===== config.mk =====
export PLATFORM = sky130hd
export DESIGN_NAME = bcd_converter_seq_flat
export DESIGN_NICKNAME = d
export VERILOG_FILES = /design/src/rtl/dav_display_pkg.sv /design/src/rtl/bcd_converter_seq_if.sv /design/src/rtl/dd_digit_adjust.sv /design/src/rtl/bcd_converter_seq.sv /design/src/flat_wrapper.sv
export SDC_FILE = /design/constraint.sdc
export NUM_CORES = 1
export LEC_CHECK = 0
export CORE_AREA = 2 2 73 102
export DETAILED_ROUTE_END_ITERATION = 12
export DIE_AREA = 0 0 75 104
export GPL_TIMING_DRIVEN = 0
export PLACE_DENSITY_LB_ADDON = 0.25
export REMOVE_ABC_BUFFERS = 1
export SETUP_SLACK_MARGIN = 0.5
export SYNTH_ARGS = -nofsm -noshare
export SYNTH_HDL_FRONTEND = slang
export SYNTH_SLANG_ARGS = --single-unit

===== constraint.sdc =====
create_clock -name clk -period 2.1 [get_ports clk]
set_clock_uncertainty 0.15 [all_clocks]
set_input_delay 0.42 -clock clk [delete_from_list [all_inputs] [get_ports clk]]
set_output_delay 0.42 -clock clk [all_outputs]
set_load 0.01 [all_outputs]

===== src/rtl/dav_display_pkg.sv =====
// Shared types and constants for the display path: BCD digit type, digit count,
// converter state encoding and a power-of-ten helper for parameter checks.
package dav_display_pkg;

    typedef logic [3:0] bcd_digit_t;

    localparam int NUM_DISPLAY_DIGITS = 6;
    localparam bcd_digit_t BCD_NINE = 4'd9;

    typedef enum logic [1:0] {
        IDLE   = 2'd0,
        SHIFT  = 2'd1,
        FINISH = 2'd2
    } bcd_state_e;

    function automatic longint unsigned pow10(input int n);
        longint unsigned acc;
        acc = 64'd1;
        for (int i = 0; i < n; i++) begin
            acc = acc * 64'd10;
        end
        return acc;
    endfunction

endpackage


===== src/rtl/bcd_converter_seq_if.sv =====
// Start/busy/done handshake and result bus between a requester and the
// sequential binary-to-BCD converter.
interface bcd_converter_seq_if #(
    parameter int IN_WIDTH   = 20,
    parameter int NUM_DIGITS = 6
);
    logic                    start;
    logic [IN_WIDTH-1:0]     value;
    logic                    busy;
    logic                    done;
    logic [4*NUM_DIGITS-1:0] digits;
    logic                    overflow;

    modport master (
        output start, value,
        input  busy, done, digits, overflow
    );

    modport slave (
        input  start, value,
        output busy, done, digits, overflow
    );
endinterface


===== src/rtl/dd_digit_adjust.sv =====
// Double-dabble digit correction: a BCD digit of 5 or more gets +3 so that the
// following left shift carries correctly into the next decimal digit.
module dd_digit_adjust
    import dav_display_pkg::*;
(
    input  bcd_digit_t digit,
    output bcd_digit_t adjusted
);

    // Add-3 correction, no carry out of the digit
    always_comb begin
        adjusted = digit;
        if (digit >= 4'd5) begin
            adjusted = digit + 4'd3;
        end else begin
            adjusted = digit;
        end
    end

endmodule


===== src/rtl/bcd_converter_seq.sv =====
// Iterative binary-to-BCD converter (shift-and-add-3), one bit per cycle, with
// saturating output and an overflow flag when the value exceeds the display.
module bcd_converter_seq
    import dav_display_pkg::*;
#(
    parameter int IN_WIDTH   = 20,
    parameter int NUM_DIGITS = NUM_DISPLAY_DIGITS,
    parameter int SCR_DIGITS = NUM_DIGITS + 1
) (
    input  logic                clk,
    input  logic                reset,
    bcd_converter_seq_if.slave  bus
);

    localparam int SCR_W = 4 * SCR_DIGITS;
    localparam int OUT_W = 4 * NUM_DIGITS;
    localparam int CNT_W = $clog2(IN_WIDTH + 1);

    if (((64'd1 << IN_WIDTH) - 64'd1) >= pow10(SCR_DIGITS)) begin : g_param_check
        $error("bcd_converter_seq: scratch digits too few for IN_WIDTH");
    end

    bcd_state_e              state_r;
    logic [IN_WIDTH-1:0]     shift_r;
    logic [SCR_W-1:0]        scratch_r;
    logic [CNT_W-1:0]        count_r;
    logic                    busy_r;
    logic                    done_r;
    logic [OUT_W-1:0]        digits_r;
    logic                    overflow_r;

    logic [SCR_W-1:0]          adjusted_s;
    logic [SCR_W+IN_WIDTH-1:0] shifted_s;

    for (genvar g = 0; g < SCR_DIGITS; g++) begin : g_adjust
        dd_digit_adjust u_adjust (
            .digit    (scratch_r[4*g +: 4]),
            .adjusted (adjusted_s[4*g +: 4])
        );
    end

    // The top scratch digit can never reach 5 for legal parameters, so its MSB is lost safely
    assign shifted_s = {adjusted_s, shift_r} << 1;

    // Conversion sequencer and registered result outputs
    always_ff @(posedge clk) begin
        if (reset) begin
            state_r    <= IDLE;
            shift_r    <= '0;
            scratch_r  <= '0;
            count_r    <= '0;
            busy_r     <= 1'b0;
            done_r     <= 1'b0;
            digits_r   <= '0;
            overflow_r <= 1'b0;
        end else begin
            case (state_r)
                IDLE: begin
                    done_r <= 1'b0;
                    if (bus.start) begin
                        shift_r   <= bus.value;
                        scratch_r <= '0;
                        count_r   <= CNT_W'(IN_WIDTH);
                        busy_r    <= 1'b1;
                        state_r   <= SHIFT;
                    end else begin
                        state_r   <= IDLE;
                    end
                end
                SHIFT: begin
                    {scratch_r, shift_r} <= shifted_s;
                    count_r <= count_r - CNT_W'(1);
                    if (count_r == CNT_W'(1)) begin
                        state_r <= FINISH;
                    end else begin
                        state_r <= SHIFT;
                    end
                end
                FINISH: begin
                    // A nonzero extra digit means the value does not fit the display: saturate
                    if (scratch_r[SCR_W-1 -: 4] != 4'd0) begin
                        digits_r   <= {NUM_DIGITS{BCD_NINE}};
                        overflow_r <= 1'b1;
                    end else begin
                        digits_r   <= scratch_r[OUT_W-1:0];
                        overflow_r <= 1'b0;
                    end
                    done_r  <= 1'b1;
                    busy_r  <= 1'b0;
                    state_r <= IDLE;
                end
                default: begin
                    busy_r  <= 1'b0;
                    done_r  <= 1'b0;
                    state_r <= IDLE;
                end
            endcase
        end
    end

    assign bus.busy     = busy_r;
    assign bus.done     = done_r;
    assign bus.digits   = digits_r;
    assign bus.overflow = overflow_r;

endmodule

===== src/flat_wrapper.sv =====
// flat-port wrapper written by rule: the top's interface ports become plain ports
module bcd_converter_seq_flat import dav_display_pkg::*;
#(
    parameter int IN_WIDTH   = 20,
    parameter int NUM_DIGITS = NUM_DISPLAY_DIGITS,
    parameter int SCR_DIGITS = NUM_DIGITS + 1
)
  (clk, reset, bus_start, bus_value, bus_busy, bus_done, bus_digits, bus_overflow);
  bcd_converter_seq_if #(.IN_WIDTH(IN_WIDTH), .NUM_DIGITS(NUM_DIGITS)) bus_i ();
  input  logic clk;
  input  logic reset;
  input wire logic [$bits(bus_i.start)-1:0] bus_start;
  input wire logic [$bits(bus_i.value)-1:0] bus_value;
  output wire logic [$bits(bus_i.busy)-1:0] bus_busy;
  output wire logic [$bits(bus_i.done)-1:0] bus_done;
  output wire logic [$bits(bus_i.digits)-1:0] bus_digits;
  output wire logic [$bits(bus_i.overflow)-1:0] bus_overflow;
  assign bus_i.start = bus_start;
  assign bus_i.value = bus_value;
  assign bus_busy = bus_i.busy;
  assign bus_done = bus_i.done;
  assign bus_digits = bus_i.digits;
  assign bus_overflow = bus_i.overflow;
  bcd_converter_seq #(.IN_WIDTH(IN_WIDTH), .NUM_DIGITS(NUM_DIGITS), .SCR_DIGITS(SCR_DIGITS)) u_core (.clk(clk), .reset(reset), .bus(bus_i));
endmodule

==> results.txt, run 1 <==
Area contributors post-synth: dfxtp_1 46%, nand2_1 6.7%, nor2_1 6.4%
cells after synthesis: 413
switching portion of total power: 25.0%
Vias: 3,140
R2R Path End: u_core.scratch_r[22]
WHS Path Cells: 2
Yosys reg bits: 82
IO Pins: 50
critical path's largest stage delay: 0.35 ns
Mapped Area: 3600 um^2
Synth area leader: dfxtp_1
Hold Path Sink: u_core.count_r[3]
Max VDD drop: 0.465 mV
HP Class: in2reg
Final Hold Viols: 0
normalized max-slew margin: 70.5%
largest net degree at the start of global routing: 45
chip width: 75 um
share of layout cells above drive strength 1: 16.2%
Final Cell Area: 4630 um^2
Crit. End Element: output pin
outcome: finished clean
CP Launch Type: register
Die Area: 7800 um^2
DP Area: 4140 um^2
H-tree Lvls: 3
placement row count: 36
GRT Residual Overflow: 0
gr usage total: 24.2%
synthesized area per cell: 8.72 um^2
Worst-path clk slew: 0.08 ns
max_cap viols: 0
Num CTS Buffers: 9
Initial Utilization: 52.3%
required time worst endpoint: 1.53 ns
YS warnings: 0
Initial DRT Pass Iterations: 4
Yosys top cell area share: 45.6%
# setup viols final: 0
r2r setup slk: 0.57 ns
most common library cells after synthesis: 82 x dfxtp_1, 64 x nand2_1, 61 x nor2_1
DPL Wire Length: 5200 um
sequential area share after synthesis: 45.6%
ys async rst share: 0%
Longest Clk Path Bufs: 2
Inst Count DP: 534
first-pass GRT wire length: 14,500 um
post-layout util: 67.2%
Worst path slowest cell: dfxtp_1
initial detailed-routing violation count: 170
Crit Path Class: reg2out
IO Port Bufs: 49
drt drc: 0
drt via density: 5.56
drt wl/cell: 16.2 um
Clock power frac: 38.6%
Pwr Density: 711 nW/um^2
unrepaired setup endpoints after global routing: yes
CTS tree: done
main flop type after synthesis: dfxtp_1
part of the cycle the worst path needs: 74.5%
Ant. Diodes: 0
Least-Margin Pin Slew: 0.437 ns
most common cell in the netlist: dfxtp_1
sequential share of power: 50.4%
initial antenna violation count: 0
fin. max-slew vios: 0
routability cong.: 0.791
Post-DRT Antenna Nets: 0
clock sinks: 82
Skew-Pair Late Insertion Delay: 0.37 ns
number of flops mapped to enable cells by yosys: 0
fillers: 596
vias in the first global route: 3,012
crit path max fanout: 2
Reg2Reg Depth: 6
Root Buffer: clkbuf_8
P_leak: 0.00189 uW
Layout Area Growth over Synthesis: 28.6%
Max Fclk: 639 MHz
Switch Pwr: 823 uW
WL final: 9150 um
Final Critical Period: 1.56 ns
Non-Filler Instances: 565
core area: 6890 um^2
crit path buf inv count: 1
worst-path cell chain: dlygate4sd2_1
Int Power: 2470 uW
Critical Path AT: 0.99 ns
nets@finish: 505
Die Y: 104 um
R2R Path Start: u_core.scratch_r[21]
hold path start: reset
CP top delay family: flip-flops
combinational share of power: 11.0%
Distinct cells, synth: 33
[how the worst max path moves through the flow]
stage / from / endpoint / slack [ns] / depth (start not counted)
floorplan: u_core.state_r[1] / u_core.bus.digits[0] / -0.03 / 4
global placement: reset / u_core.scratch_r[9] / -1.79 / 3
detailed placement: bus_start / u_core.scratch_r[13] / -1.02 / 4
CTS: u_core.scratch_r[21] / u_core.scratch_r[21] / 0.51 / 6
global route: u_core.scratch_r[1] / u_core.scratch_r[2] / 0.46 / 6
finish: u_core.bus.digits[3] / bus_digits[3] / 0.54 / 1
[power by group through the flow]
stage	Clock (uW)	Combinational [uW]	Sequential [uW]
CTS	1290	349	1660
floorplan	0	174	1680
global placement	0	292	1690
detailed placement	0	308	1690
global route	1350	399	1670
finish	1270	362	1660
[area by class of cell]
| cell class | instances | area [um^2] | share of cell area, % |
|---|---|---|---|
| Clock buffer | 11 | 141 | 3.05 |
| Clock inverter | 5 | 77.6 | 1.68 |
| Inverter | 18 | 72.6 | 1.57 |
| Multi-Input combinational cell | 293 | 1960 | 42.4 |
| Sequential cell | 82 | 1660 | 35.9 |
| Tap cell | 95 | 119 | 2.57 |
| Timing Repair Buffer | 61 | 596 | 12.9 |
[what timing repair did]
item | in CTS | in global routing
resized for setup | 55 | 29
pin swaps | 6 | 10
hold buffers | 0 | 0
setup buffers | 3 | 6
setup endpoints to repair | 106 | 37
cloned | 6 | 0
[cell families (layout without fill, tap and decap cells)]
logic type | Yosys count | in the layout | synth area share [%]
compound gates | 96 | 99 | 19.6
simple gates | 151 | 154 | 17.4
xor+xnor | 15 | 15 | 3.65
buf+inv | 44 | 95 | 5.59
flops | 82 | 82 | 45.6
fa+ha+maj | 17 | 17 | 5.90
mux | 8 | 8 | 2.26
[through the flow]
stage	power (uW)	setup TNS, ns	hold slack, ns	setup WS (ns)
5_1_grt	3420	0	0.243	0.465
3_5_place_dp	2000	-32.90	0.299	-1.02
4_1_cts	3290	0	0.234	0.510
6_report	3290	0	0.242	0.536
3_3_place_gp	1980	-89.86	0.294	-1.79
2_1_floorplan	1860	-0.153	0.299	-0.0256
[per-layer routing]
layer	routed length (um)	share of wire (%)	vias to the layer above	track usage, %
li1	-	-	1542	-
met1	3890	43	1499	29.0
met2	4700	51	88	40.7
met3	455	5.0	11	6.10
met4	106	1.2	0	8.93
met5	0	0	-	0
[cell usage in the layout, fill, tap and decap left out, drive strengths merged, types with 8 or more instances in the layout]
master,n
dfxtp,82
a22o,20
a21oi,24
dlygate4sd2,26
clkbuf,11
clkdlybuf4s50,20
a211oi,8
ha,17
nor2,63
nand2,65
xor2,8
inv,18
buf,13
nand2b,11
a311oi,19
[state kept, by name, indices dropped and copies added, names as in the netlist]
| name | count |
|---|---|
| u_core.bus.digits | 24 |
| u_core.shift_r | 20 |
| u_core.bus.busy | 1 |
| u_core.count_r | 5 |
| u_core.bus.done | 1 |
| u_core.bus.overflow | 1 |
| u_core.scratch_r | 28 |
| u_core.state_r | 2 |
(Power assumes the default switching activity.)
==> run 2: changes to the inputs <==
- CORE_AREA: 2 2 73 102 -> 2 2 76 107
- DIE_AREA: 0 0 75 104 -> 0 0 78 109
- clock period: 2.1 -> 1.39 ns (I/O delays scaled with it)
==> results.txt, run 2 (synthesis results as in run 1) <==
outcome: complete, but fails checks
failing checks: negative setup slack
Layout Area Growth over Synthesis: 75.3%
Ant. Diodes: 0
fin. max-slew vios: 0
crit path max fanout: 8
Final Hold Viols: 0
drt drc: 0
fin worst setup slack: -0.288 ns
Reg2Reg Depth: 5
Final Cell Area: 6320 um^2
normalized max-slew margin: 47.9%
nets@finish: 577
hold path start: u_core.bus.digits[10]
Biggest register: u_core.scratch_r
combinational share of power: 19.7%
Max VDD drop: 0.950 mV
max reg flops: 28
P_leak: 0.00250 uW
Die Y: 109 um
initial detailed-routing violation count: 193
routability cong.: 0.789
Final Critical Period: 1.68 ns
DP Area: 4150 um^2
Worst-path clk slew: 0.09 ns
required time worst endpoint: 1.49 ns
Worst path slowest cell: dfxtp_4
first-pass GRT wire length: 18,700 um
clock sinks: 82
chip width: 78 um
WHS Path Cells: 2
Clock power frac: 35.1%
worst-path cell chain: buf_6, nor2b_4, buf_12, nand2_4, a311oi_2
commonest non-fill, non-tap cell in the layout: buf_6
Num CTS Buffers: 9
share of layout cells above drive strength 1: 59.0%
vias in the first global route: 3,788
critical path's largest stage delay: 0.40 ns
Pwr Density: 889 nW/um^2
HP Class: reg2reg
Root Buffer: clkbuf_8
H-tree Lvls: 3
R2R Path Start: u_core.state_r[0]
Initial Utilization: 47.4%
Least-Margin Pin Slew: 0.781 ns
Int Power: 4030 uW
# setup viols final: 80
Skew-Pair Late Insertion Delay: 0.36 ns
CP Launch Type: register
most frequent cells in the layout: 54 x buf_6, 50 x nor2_1, 43 x nand2_1
Crit Path Class: reg2reg
Longest Clk Path Bufs: 2
switching portion of total power: 28.2%
CTS tree: done
sequential share of power: 45.2%
IO Port Bufs: 49
GRT Residual Overflow: 0
DPL Wire Length: 5210 um
Crit. End Element: register
placement row count: 38
Critical Path Start: u_core.state_r[0]
Max Fclk: 596 MHz
unrepaired setup endpoints after global routing: yes
Vias: 3,819
IO Pins: 50
drt wl/cell: 22.2 um
largest net degree at the start of global routing: 34
setup tns final: -10.42 ns
WL final: 14,200 um
part of the cycle the worst path needs: 121%
Die Area: 8500 um^2
drt via density: 5.95
initial antenna violation count: 0
max_cap viols: 0
Initial DRT Pass Iterations: 5
gr usage total: 28.4%
core area: 7610 um^2
Post-DRT Antenna Nets: 0
Switch Pwr: 1590 uW
Critical Path AT: 1.78 ns
hold buffers post-CTS: 0
-- run 2: cell types whose count changed in the layout (fill, tap and decap cells not counted), sizes merged, moves of 2 or more --
cell | previous run | this run
buf | 13 | 105
clkbuf | 11 | 15
clkdlybuf4s15 | 2 | 0
clkinv | 2 | 0
clkinvlp | 1 | 3
dlygate4sd2 | 26 | 0
o21ba | 4 | 7
-- run 2: timing repair --
action / in CTS / in global routing
resized for setup: 321 / 121
cloned: 11 / 2
setup buffers: 49 / 25
pin swaps: 53 / 69
setup endpoints to repair: 109 / 109
-- run 2: per-layer routing --
| layer | global-route usage [%] | vias to the layer above | routed length [um] | share of wire (%) |
|---|---|---|---|---|
| li1 | - | 1701 | - | - |
| met1 | 30.2 | 1913 | 5240 | 37 |
| met2 | 50.4 | 146 | 7560 | 53 |
| met3 | 4.97 | 59 | 573 | 4.0 |
| met4 | 20.6 | 0 | 855 | 6.0 |
| met5 | 0 | - | 0 | 0 |
-- run 2: final timing paths --
kind	to	slack, ns
worst max-delay path	u_core.shift_r[18]	-0.29
worst min-delay path	u_core.bus.digits[10]	0.32
worst max register to register	u_core.shift_r[18]	-0.29
worst min register to register	u_core.bus.digits[10]	0.32
-- run 2: layout make-up --
| type | count | area, um^2 |
|---|---|---|
| tap | 100 | 125 |
| clock inverter | 4 | 75.1 |
| clock buffer | 12 | 145 |
| inverter | 18 | 93.8 |
| timing repair buffer | 128 | 1350 |
| multi-input combinational | 298 | 2800 |
| fill | 374 | 1290 |
| sequential | 82 | 1720 |
-- run 2: worst max-delay path, delay by kind of cell, from the launching register on --
kind                   cells  cell delay [ns]
AO/OA/AOI/OAI              1             0.36
buffers and inverters      2             0.30
flip-flops                 1             0.40
AND/OR/NAND/NOR            2             0.35
-- run 2: metrics by stage --
stage	cells	utilization [%]	worst slack, ns	hold slack, ns	power (uW)
after floorplan	387	-	-0.736	0.197	2800
after global placement	536	53.7	-2.40	0.295	2990
after detailed placement	539	54.5	-1.66	0.296	3020
after CTS	615	73.2	-0.123	0.289	5240
after global routing	642	83.0	-0.280	0.325	5760
final	642	83.0	-0.288	0.322	5610
-- run 2: power groups by stage --
| stage | Sequential [uW] | Combinational (uW) | Clock (uW) |
|---|---|---|---|
| floorplan | 2540 | 262 | 0 |
| global placement | 2550 | 443 | 0 |
| detailed placement | 2550 | 467 | 0 |
| CTS | 2500 | 783 | 1950 |
| global route | 2540 | 1140 | 2070 |
| finish | 2540 | 1110 | 1970 |
